[config.mk]
export PLATFORM = sky130hd
export DESIGN_NAME = rl_1r1u_arb_flat
export DESIGN_NICKNAME = d
export VERILOG_FILES = /design/src/rtl/rl_1r1u_arb_if.sv /design/src/rtl/rl_1r1u_arb.sv /design/src/flat_wrapper.sv
export SDC_FILE = /design/constraint.sdc
export NUM_CORES = 1
export LEC_CHECK = 0
export CAP_MARGIN = 20
export CORE_AREA = 2 2 124 126
export DETAILED_ROUTE_END_ITERATION = 10
export DIE_AREA = 0 0 126 128
export DONT_BUFFER_PORTS = 1
export RECOVER_POWER = 25
export SETUP_SLACK_MARGIN = 0.1
export SKIP_CTS_REPAIR_TIMING = 1
export SLEW_MARGIN = 20
export SYNTH_ARGS = -nofsm -noshare
export SYNTH_HDL_FRONTEND = slang
export SYNTH_SLANG_ARGS = --single-unit
[constraint.sdc]
create_clock -name clk -period 5.85 [get_ports clk]
set_clock_uncertainty 0.15 [all_clocks]
set_input_delay 1.4625 -clock clk [delete_from_list [all_inputs] [get_ports clk]]
set_output_delay 1.4625 -clock clk [all_outputs]
set_load 0.02 [all_outputs]
[src/rtl/rl_1r1u_arb_if.sv]
// Requester, memory and response signals shared between the 1r1u arbiter and its environment.
interface rl_1r1u_arb_if #(
    parameter int NUMREQ  = 4,
    parameter int BITREQ  = 2,
    parameter int WIDTH   = 32,
    parameter int BITADDR = 13
);
    logic [NUMREQ-1:0]         req_read;
    logic [NUMREQ*BITADDR-1:0] req_adr;
    logic [NUMREQ-1:0]         rd_gnt;
    logic [NUMREQ-1:0]         req_write;
    logic [NUMREQ*WIDTH-1:0]   req_din;
    logic [NUMREQ-1:0]         wr_gnt;
    logic                      mem_ready;
    logic                      mem_read;
    logic [BITADDR-1:0]        mem_rd_adr;
    logic                      mem_write;
    logic [WIDTH-1:0]          mem_din;
    logic                      mem_rd_vld;
    logic [WIDTH-1:0]          mem_rd_dout;
    logic [NUMREQ-1:0]         rsp_vld;
    logic [WIDTH-1:0]          rsp_dout;
    logic [3:0]                outstd;
    logic                      seq_err;

    modport slave (
        input  req_read, req_adr, req_write, req_din, mem_ready, mem_rd_vld, mem_rd_dout,
        output rd_gnt, wr_gnt, mem_read, mem_rd_adr, mem_write, mem_din,
               rsp_vld, rsp_dout, outstd, seq_err
    );

    modport master (
        output req_read, req_adr, req_write, req_din, mem_ready, mem_rd_vld, mem_rd_dout,
        input  rd_gnt, wr_gnt, mem_read, mem_rd_adr, mem_write, mem_din,
               rsp_vld, rsp_dout, outstd, seq_err
    );
endinterface

[src/rtl/rl_1r1u_arb.sv]
// Round-robin sharing of one read port and one update port of a 1r1u memory among NUMREQ
// requesters; read returns are steered back by a fixed-latency tag pipeline.
module rl_1r1u_arb #(
    parameter int NUMREQ  = 4,
    parameter int BITREQ  = 2,
    parameter int WIDTH   = 32,
    parameter int BITADDR = 13,
    parameter int RD_LAT  = 3
) (
    input logic          clk,
    input logic          rst,
    rl_1r1u_arb_if.slave bus
);
    typedef enum logic {ST_INIT, ST_RUN} state_e;

    state_e              state_q, state_d;
    logic [BITREQ-1:0]   rr_rd_q, rr_rd_d, rr_wr_q, rr_wr_d;
    logic [RD_LAT-1:0]   tag_vld_q;
    logic [BITREQ-1:0]   tag_idx_q [RD_LAT];
    logic [3:0]          outstd_q, outstd_d;
    logic                seq_err_q, seq_err_d;
    logic                grant_en, rd_hit, wr_hit, tail_vld;
    logic [BITREQ:0]     rd_pick, wr_pick;
    logic [BITREQ-1:0]   rd_idx, wr_idx, tail_idx;

    // First asserted request at or above ptr, wrapping; MSB of the result flags a hit.
    function automatic logic [BITREQ:0] rr_pick(input logic [NUMREQ-1:0] req,
                                                input logic [BITREQ-1:0] ptr);
        logic              hit;
        logic [BITREQ-1:0] idx;
        int                c;
        hit = 1'b0;
        idx = '0;
        for (int i = 0; i < NUMREQ; i++) begin
            c = int'(ptr) + i;
            if (c >= NUMREQ) c = c - NUMREQ;
            if (!hit && req[BITREQ'(c)]) begin
                hit = 1'b1;
                idx = BITREQ'(c);
            end
        end
        return {hit, idx};
    endfunction

    function automatic logic [BITREQ-1:0] rr_next(input logic [BITREQ-1:0] k);
        return (int'(k) == NUMREQ - 1) ? '0 : k + 1'b1;
    endfunction

    always_comb begin
        state_d = state_q;
        case (state_q)
            ST_INIT: if (bus.mem_ready)  state_d = ST_RUN;
            ST_RUN:  if (!bus.mem_ready) state_d = ST_INIT;
            default: state_d = ST_INIT;
        endcase

        // A falling mem_ready blocks grants in the very cycle it drops.
        grant_en = (state_q == ST_RUN) && bus.mem_ready;
        rd_pick  = rr_pick(bus.req_read, rr_rd_q);
        wr_pick  = rr_pick(bus.req_write, rr_wr_q);
        rd_hit   = rd_pick[BITREQ] & grant_en;
        wr_hit   = wr_pick[BITREQ] & grant_en;
        rd_idx   = rd_pick[BITREQ-1:0];
        wr_idx   = wr_pick[BITREQ-1:0];

        bus.rd_gnt     = '0;
        bus.mem_read   = 1'b0;
        bus.mem_rd_adr = '0;
        rr_rd_d        = rr_rd_q;
        if (rd_hit) begin
            bus.rd_gnt[rd_idx] = 1'b1;
            bus.mem_read       = 1'b1;
            bus.mem_rd_adr     = bus.req_adr[rd_idx*BITADDR +: BITADDR];
            rr_rd_d            = rr_next(rd_idx);
        end

        bus.wr_gnt    = '0;
        bus.mem_write = 1'b0;
        bus.mem_din   = '0;
        rr_wr_d       = rr_wr_q;
        if (wr_hit) begin
            bus.wr_gnt[wr_idx] = 1'b1;
            bus.mem_write      = 1'b1;
            bus.mem_din        = bus.req_din[wr_idx*WIDTH +: WIDTH];
            rr_wr_d            = rr_next(wr_idx);
        end

        tail_vld    = tag_vld_q[RD_LAT-1];
        tail_idx    = tag_idx_q[RD_LAT-1];
        bus.rsp_vld = '0;
        if (tail_vld && bus.mem_rd_vld) bus.rsp_vld[tail_idx] = 1'b1;
        bus.rsp_dout = bus.mem_rd_vld ? bus.mem_rd_dout : '0;

        outstd_d = outstd_q;
        case ({rd_hit, tail_vld})
            2'b10:   outstd_d = outstd_q + 4'd1;
            2'b01:   outstd_d = outstd_q - 4'd1;
            default: outstd_d = outstd_q;
        endcase
        seq_err_d = seq_err_q | (tail_vld != bus.mem_rd_vld);

        bus.outstd  = outstd_q;
        bus.seq_err = seq_err_q;
    end

    always_ff @(posedge clk or posedge rst) begin
        if (rst) begin
            state_q   <= ST_INIT;
            rr_rd_q   <= '0;
            rr_wr_q   <= '0;
            tag_vld_q <= '0;
            outstd_q  <= '0;
            seq_err_q <= 1'b0;
        end else begin
            state_q      <= state_d;
            rr_rd_q      <= rr_rd_d;
            rr_wr_q      <= rr_wr_d;
            tag_vld_q[0] <= rd_hit;
            for (int i = 1; i < RD_LAT; i++) tag_vld_q[i] <= tag_vld_q[i-1];
            outstd_q     <= outstd_d;
            seq_err_q    <= seq_err_d;
        end
    end

    // Requester index travels without reset; it is only consumed when its valid bit is set.
    always_ff @(posedge clk) begin
        tag_idx_q[0] <= rd_idx;
        for (int i = 1; i < RD_LAT; i++) tag_idx_q[i] <= tag_idx_q[i-1];
    end
endmodule
[src/flat_wrapper.sv]
// flat-port wrapper written by rule: the top's interface ports become plain ports
module rl_1r1u_arb_flat 
#(
    parameter int NUMREQ  = 4,
    parameter int BITREQ  = 2,
    parameter int WIDTH   = 32,
    parameter int BITADDR = 13,
    parameter int RD_LAT  = 3
)
  (clk, rst, bus_req_read, bus_req_adr, bus_req_write, bus_req_din, bus_mem_ready, bus_mem_rd_vld, bus_mem_rd_dout, bus_rd_gnt, bus_wr_gnt, bus_mem_read, bus_mem_rd_adr, bus_mem_write, bus_mem_din, bus_rsp_vld, bus_rsp_dout, bus_outstd, bus_seq_err);
  rl_1r1u_arb_if #(.NUMREQ(NUMREQ), .BITREQ(BITREQ), .WIDTH(WIDTH), .BITADDR(BITADDR)) bus_i ();
  input logic clk;
  input logic rst;
  input wire logic [$bits(bus_i.req_read)-1:0] bus_req_read;
  input wire logic [$bits(bus_i.req_adr)-1:0] bus_req_adr;
  input wire logic [$bits(bus_i.req_write)-1:0] bus_req_write;
  input wire logic [$bits(bus_i.req_din)-1:0] bus_req_din;
  input wire logic [$bits(bus_i.mem_ready)-1:0] bus_mem_ready;
  input wire logic [$bits(bus_i.mem_rd_vld)-1:0] bus_mem_rd_vld;
  input wire logic [$bits(bus_i.mem_rd_dout)-1:0] bus_mem_rd_dout;
  output wire logic [$bits(bus_i.rd_gnt)-1:0] bus_rd_gnt;
  output wire logic [$bits(bus_i.wr_gnt)-1:0] bus_wr_gnt;
  output wire logic [$bits(bus_i.mem_read)-1:0] bus_mem_read;
  output wire logic [$bits(bus_i.mem_rd_adr)-1:0] bus_mem_rd_adr;
  output wire logic [$bits(bus_i.mem_write)-1:0] bus_mem_write;
  output wire logic [$bits(bus_i.mem_din)-1:0] bus_mem_din;
  output wire logic [$bits(bus_i.rsp_vld)-1:0] bus_rsp_vld;
  output wire logic [$bits(bus_i.rsp_dout)-1:0] bus_rsp_dout;
  output wire logic [$bits(bus_i.outstd)-1:0] bus_outstd;
  output wire logic [$bits(bus_i.seq_err)-1:0] bus_seq_err;
  assign bus_i.req_read = bus_req_read;
  assign bus_i.req_adr = bus_req_adr;
  assign bus_i.req_write = bus_req_write;
  assign bus_i.req_din = bus_req_din;
  assign bus_i.mem_ready = bus_mem_ready;
  assign bus_i.mem_rd_vld = bus_mem_rd_vld;
  assign bus_i.mem_rd_dout = bus_mem_rd_dout;
  assign bus_rd_gnt = bus_i.rd_gnt;
  assign bus_wr_gnt = bus_i.wr_gnt;
  assign bus_mem_read = bus_i.mem_read;
  assign bus_mem_rd_adr = bus_i.mem_rd_adr;
  assign bus_mem_write = bus_i.mem_write;
  assign bus_mem_din = bus_i.mem_din;
  assign bus_rsp_vld = bus_i.rsp_vld;
  assign bus_rsp_dout = bus_i.rsp_dout;
  assign bus_outstd = bus_i.outstd;
  assign bus_seq_err = bus_i.seq_err;
  rl_1r1u_arb #(.NUMREQ(NUMREQ), .BITREQ(BITREQ), .WIDTH(WIDTH), .BITADDR(BITADDR), .RD_LAT(RD_LAT)) u_core (.clk(clk), .rst(rst), .bus(bus_i));
endmodule
==> flow_summary.yaml <==
power:
  swShare: 0.483
  power_density_mw_per_mm2: 349
  switchingPower_w: 0.000509
  pwr-share-seq: 0.230
  ir_drop_mv: 0.228
  leakage_nw: 1.27
  comb_power_share: 0.634
  p_total_w: 0.00105
  internal_power_w: 0.000545
  pwr-share-clk: 0.136
clock_tree:
  cts.sinks: 19
  htree_levels: 1
  clkTransAtPathRegs_ns: 0.06
  cts_root_buf: "clkbuf_16"
  numCtsBuffers: 3
  clk_latency_ns: 0.25
  cts_tree: "done"
  cts_max_path_buffers: 2
route:
  routed_wl_um: 8750
  first_pass_iters: 4
  drc: 0
  dr.first_iter.drc_count: 132
  via_per_inst: 4.99
  routedWlPerCell_um: 18.7
  ant_nets: 0
  vias: 2333
die:
  start_util: 0.195
  core_region_area_mm2: 0.0149
  ios: 320
  num_rows: 45
  dieArea_mm2: 0.0161
  die_y_um: 128
  dieWidth_um: 126
cells_and_area:
  utilization: 0.203
  nFillCells: 1634
  fin_area_mm2: 0.00302
  syn2layout_area_growth_pct: 4.50
  final_nets: 516
  drive_gt1_frac: 0.186
setup_path:
  reg2reg_slack_ns: 3.03
  cp_max_fo: 26
  cp_slowest_cell: "nor2_1"
  path_class: "primary input to primary output"
  end_kind: "primary output"
  cp.required_ns: 4.24
  cp.arrival_ns: 3.45
  cp_cell_sequence: "nand2_1 > nor2_1 > nand2_2 > buf_4 > o22ai_1"
  cp-start-kind: "primary input"
  critPathMaxStageDelay_ns: 0.77
global_route:
  track_usage: 0.0894
  grt_first_pass_wirelength_um: 11600
  grt_max_degree: 68
  grt_pass1_vias: 2106
  antenna_found_initial: 1
  grt_overflow: 0
synth:
  synth_edf_count: 0
  yosysTopAreaCell: "mux2i_1"
  synthesis.nets: 529
  ys_seq_elements: 19
  async_flop_share: 0.684
  avgSynthCellArea_um2: 9.87
  synth.distinct_cells: 47
  synth_flop_cell: "dfrtp_1"
  synth_cells: 293
  synth_top_area_frac: 0.315
  yosys_warnings: 0
  synthesis.area_mm2: 0.00289
  synth.area.top_cells: "mux2i_1, o22ai_2, dfrtp_1"
  seq_area_frac_synth: 0.154
sta:
  tightest_slew_ns: 0.956
  max_freq_mhz: 197
  fin_crit_sh: 0.866
  timing.final.ws_setup_ns: 0.785
  final_hold_viol_count: 0
  rsz0062_at_grt: "false"
  fin_tns_setup_ns: 0
  finalSetupViolCount: 0
  relSlewSlack: 0.360
  fin_crit_ns: 5.06
  drv_slew: 0
run:
  cap_violations: 0
run_status:
  status: "finished clean"
worst_hold_path:
  min_path_type: "register to register"
placed_design:
  pre_cts_slack_ns: 1.07
  placed_cell_area_mm2: 0.00295
  port_buffers: 0
  dpl.hpwl_um: 7470
  place_congestion: 0.908
-- registers in the layout (all words and copies together) (netlist names) --
| signal | count |
|---|---|
| u_core.bus.outstd | 4 |
| u_core.tag_vld_q | 3 |
| u_core.rr_wr_q | 2 |
| u_core.rr_rd_q | 2 |
| u_core.bus.seq_err | 1 |
| u_core.state_q | 1 |
| u_core.tag_idx_q | 6 |
-- final cells by class --
cell class / count / area, um2 / area share
clock inverters: 1 / 7.51 / 0.00248
diodes: 1 / 2.50 / 0.000828
flip-flops and latches: 19 / 445 / 0.147
inverters: 9 / 33.8 / 0.0112
multi-input cells: 243 / 2180 / 0.723
clock buffers: 3 / 75.1 / 0.0248
well taps: 188 / 235 / 0.0778
repair buffers: 4 / 38.8 / 0.0128
-- cell usage in the layout (no fill, tap or decap), types with 2 or more instances in the layout --
cell type,instances
ha_1,12
mux2i_1,91
mux2_2,3
dfxtp_1,6
nand2b_1,4
o22ai_1,16
nand2_1,5
clkbuf_16,3
a21oi_1,5
a21o_1,2
dfrtp_1,13
inv_1,7
a211oi_1,3
inv_2,2
buf_4,2
xor2_1,4
nor2_1,5
and2_1,40
nand2_2,3
o22ai_2,30
-- worst max-delay path, delay by kind of cell --
| kind | cells | cell delay (ns) |
|---|---|---|
| AO/OA/AOI/OAI | 1 | 0.45 |
| buffers and inverters | 1 | 0.35 |
| AND/OR/NAND/NOR | 3 | 1.18 |
-- path summary, 6_finish.rpt --
check / endpoint / from / cells past startpoint
setup / recovery: bus_mem_din[0] / bus_mem_ready / 5
hold / removal: u_core.tag_idx_q[0][3]$_DFF_P_ / u_core.tag_idx_q[0][1]$_DFF_P_ / 0
setup reg to reg: u_core.bus.outstd[2]$_DFFE_PP0P_ / u_core.state_q$_DFF_PP0_ / 11
hold reg to reg: u_core.tag_idx_q[0][3]$_DFF_P_ / u_core.tag_idx_q[0][1]$_DFF_P_ / 0
max in group asynchronous: u_core.rr_rd_q[1]$_DFFE_PP0P_ / rst / 1
min in group asynchronous: u_core.bus.outstd[1]$_DFFE_PP0P_ / rst / 1
-- logic make-up after synthesis --
group,after synthesis,synth area share
mux,94,0.327
simple gates,67,0.144
compound gates,65,0.218
buf+inv,31,0.0913
flops,19,0.154
fa+ha+maj,12,0.0519
xor+xnor,5,0.0151
-- power by group through the flow --
stage | combinational (W) | sequential (W) | clock [W]
6_report | 0.000668 | 0.000243 | 0.000143
5_1_grt | 0.000715 | 0.000251 | 0.000152
4_1_cts | 0.000676 | 0.000244 | 0.000147
3_5_place_dp | 0.000674 | 0.000246 | 0
3_3_place_gp | 0.000653 | 0.000241 | 0
2_1_floorplan | 0.000670 | 0.000225 | 0
-- cells in the mapped netlist (5+ instances only) --
| cell type | instances |
|---|---|
| o22ai_1 | 16 |
| inv_1 | 7 |
| ha_1 | 12 |
| dfrtp_1 | 13 |
| a21oi_1 | 5 |
| o22ai_2 | 30 |
| mux2i_1 | 91 |
| dfxtp_1 | 6 |
| and2_1 | 40 |
-- metal layers --
metal  vias up  global-route usage  wire length (um)
li1       1061                   -                 -
met1      1117               0.114              3460
met2       145               0.153              4460
met3        10              0.0146               585
met4         0              0.0323               247
met5         -                   0                 0
-- per-stage QoR --
stage / hold WS (ns) / cells
6_report: 0.176 / 468
5_1_grt: 0.182 / 468
4_1_cts: 0.175 / 467
3_5_place_dp: 0.162 / 463
3_3_place_gp: 0.161 / 463
2_1_floorplan: 0.160 / 293
No activity file was read; power rests on OpenSTA's default activity.
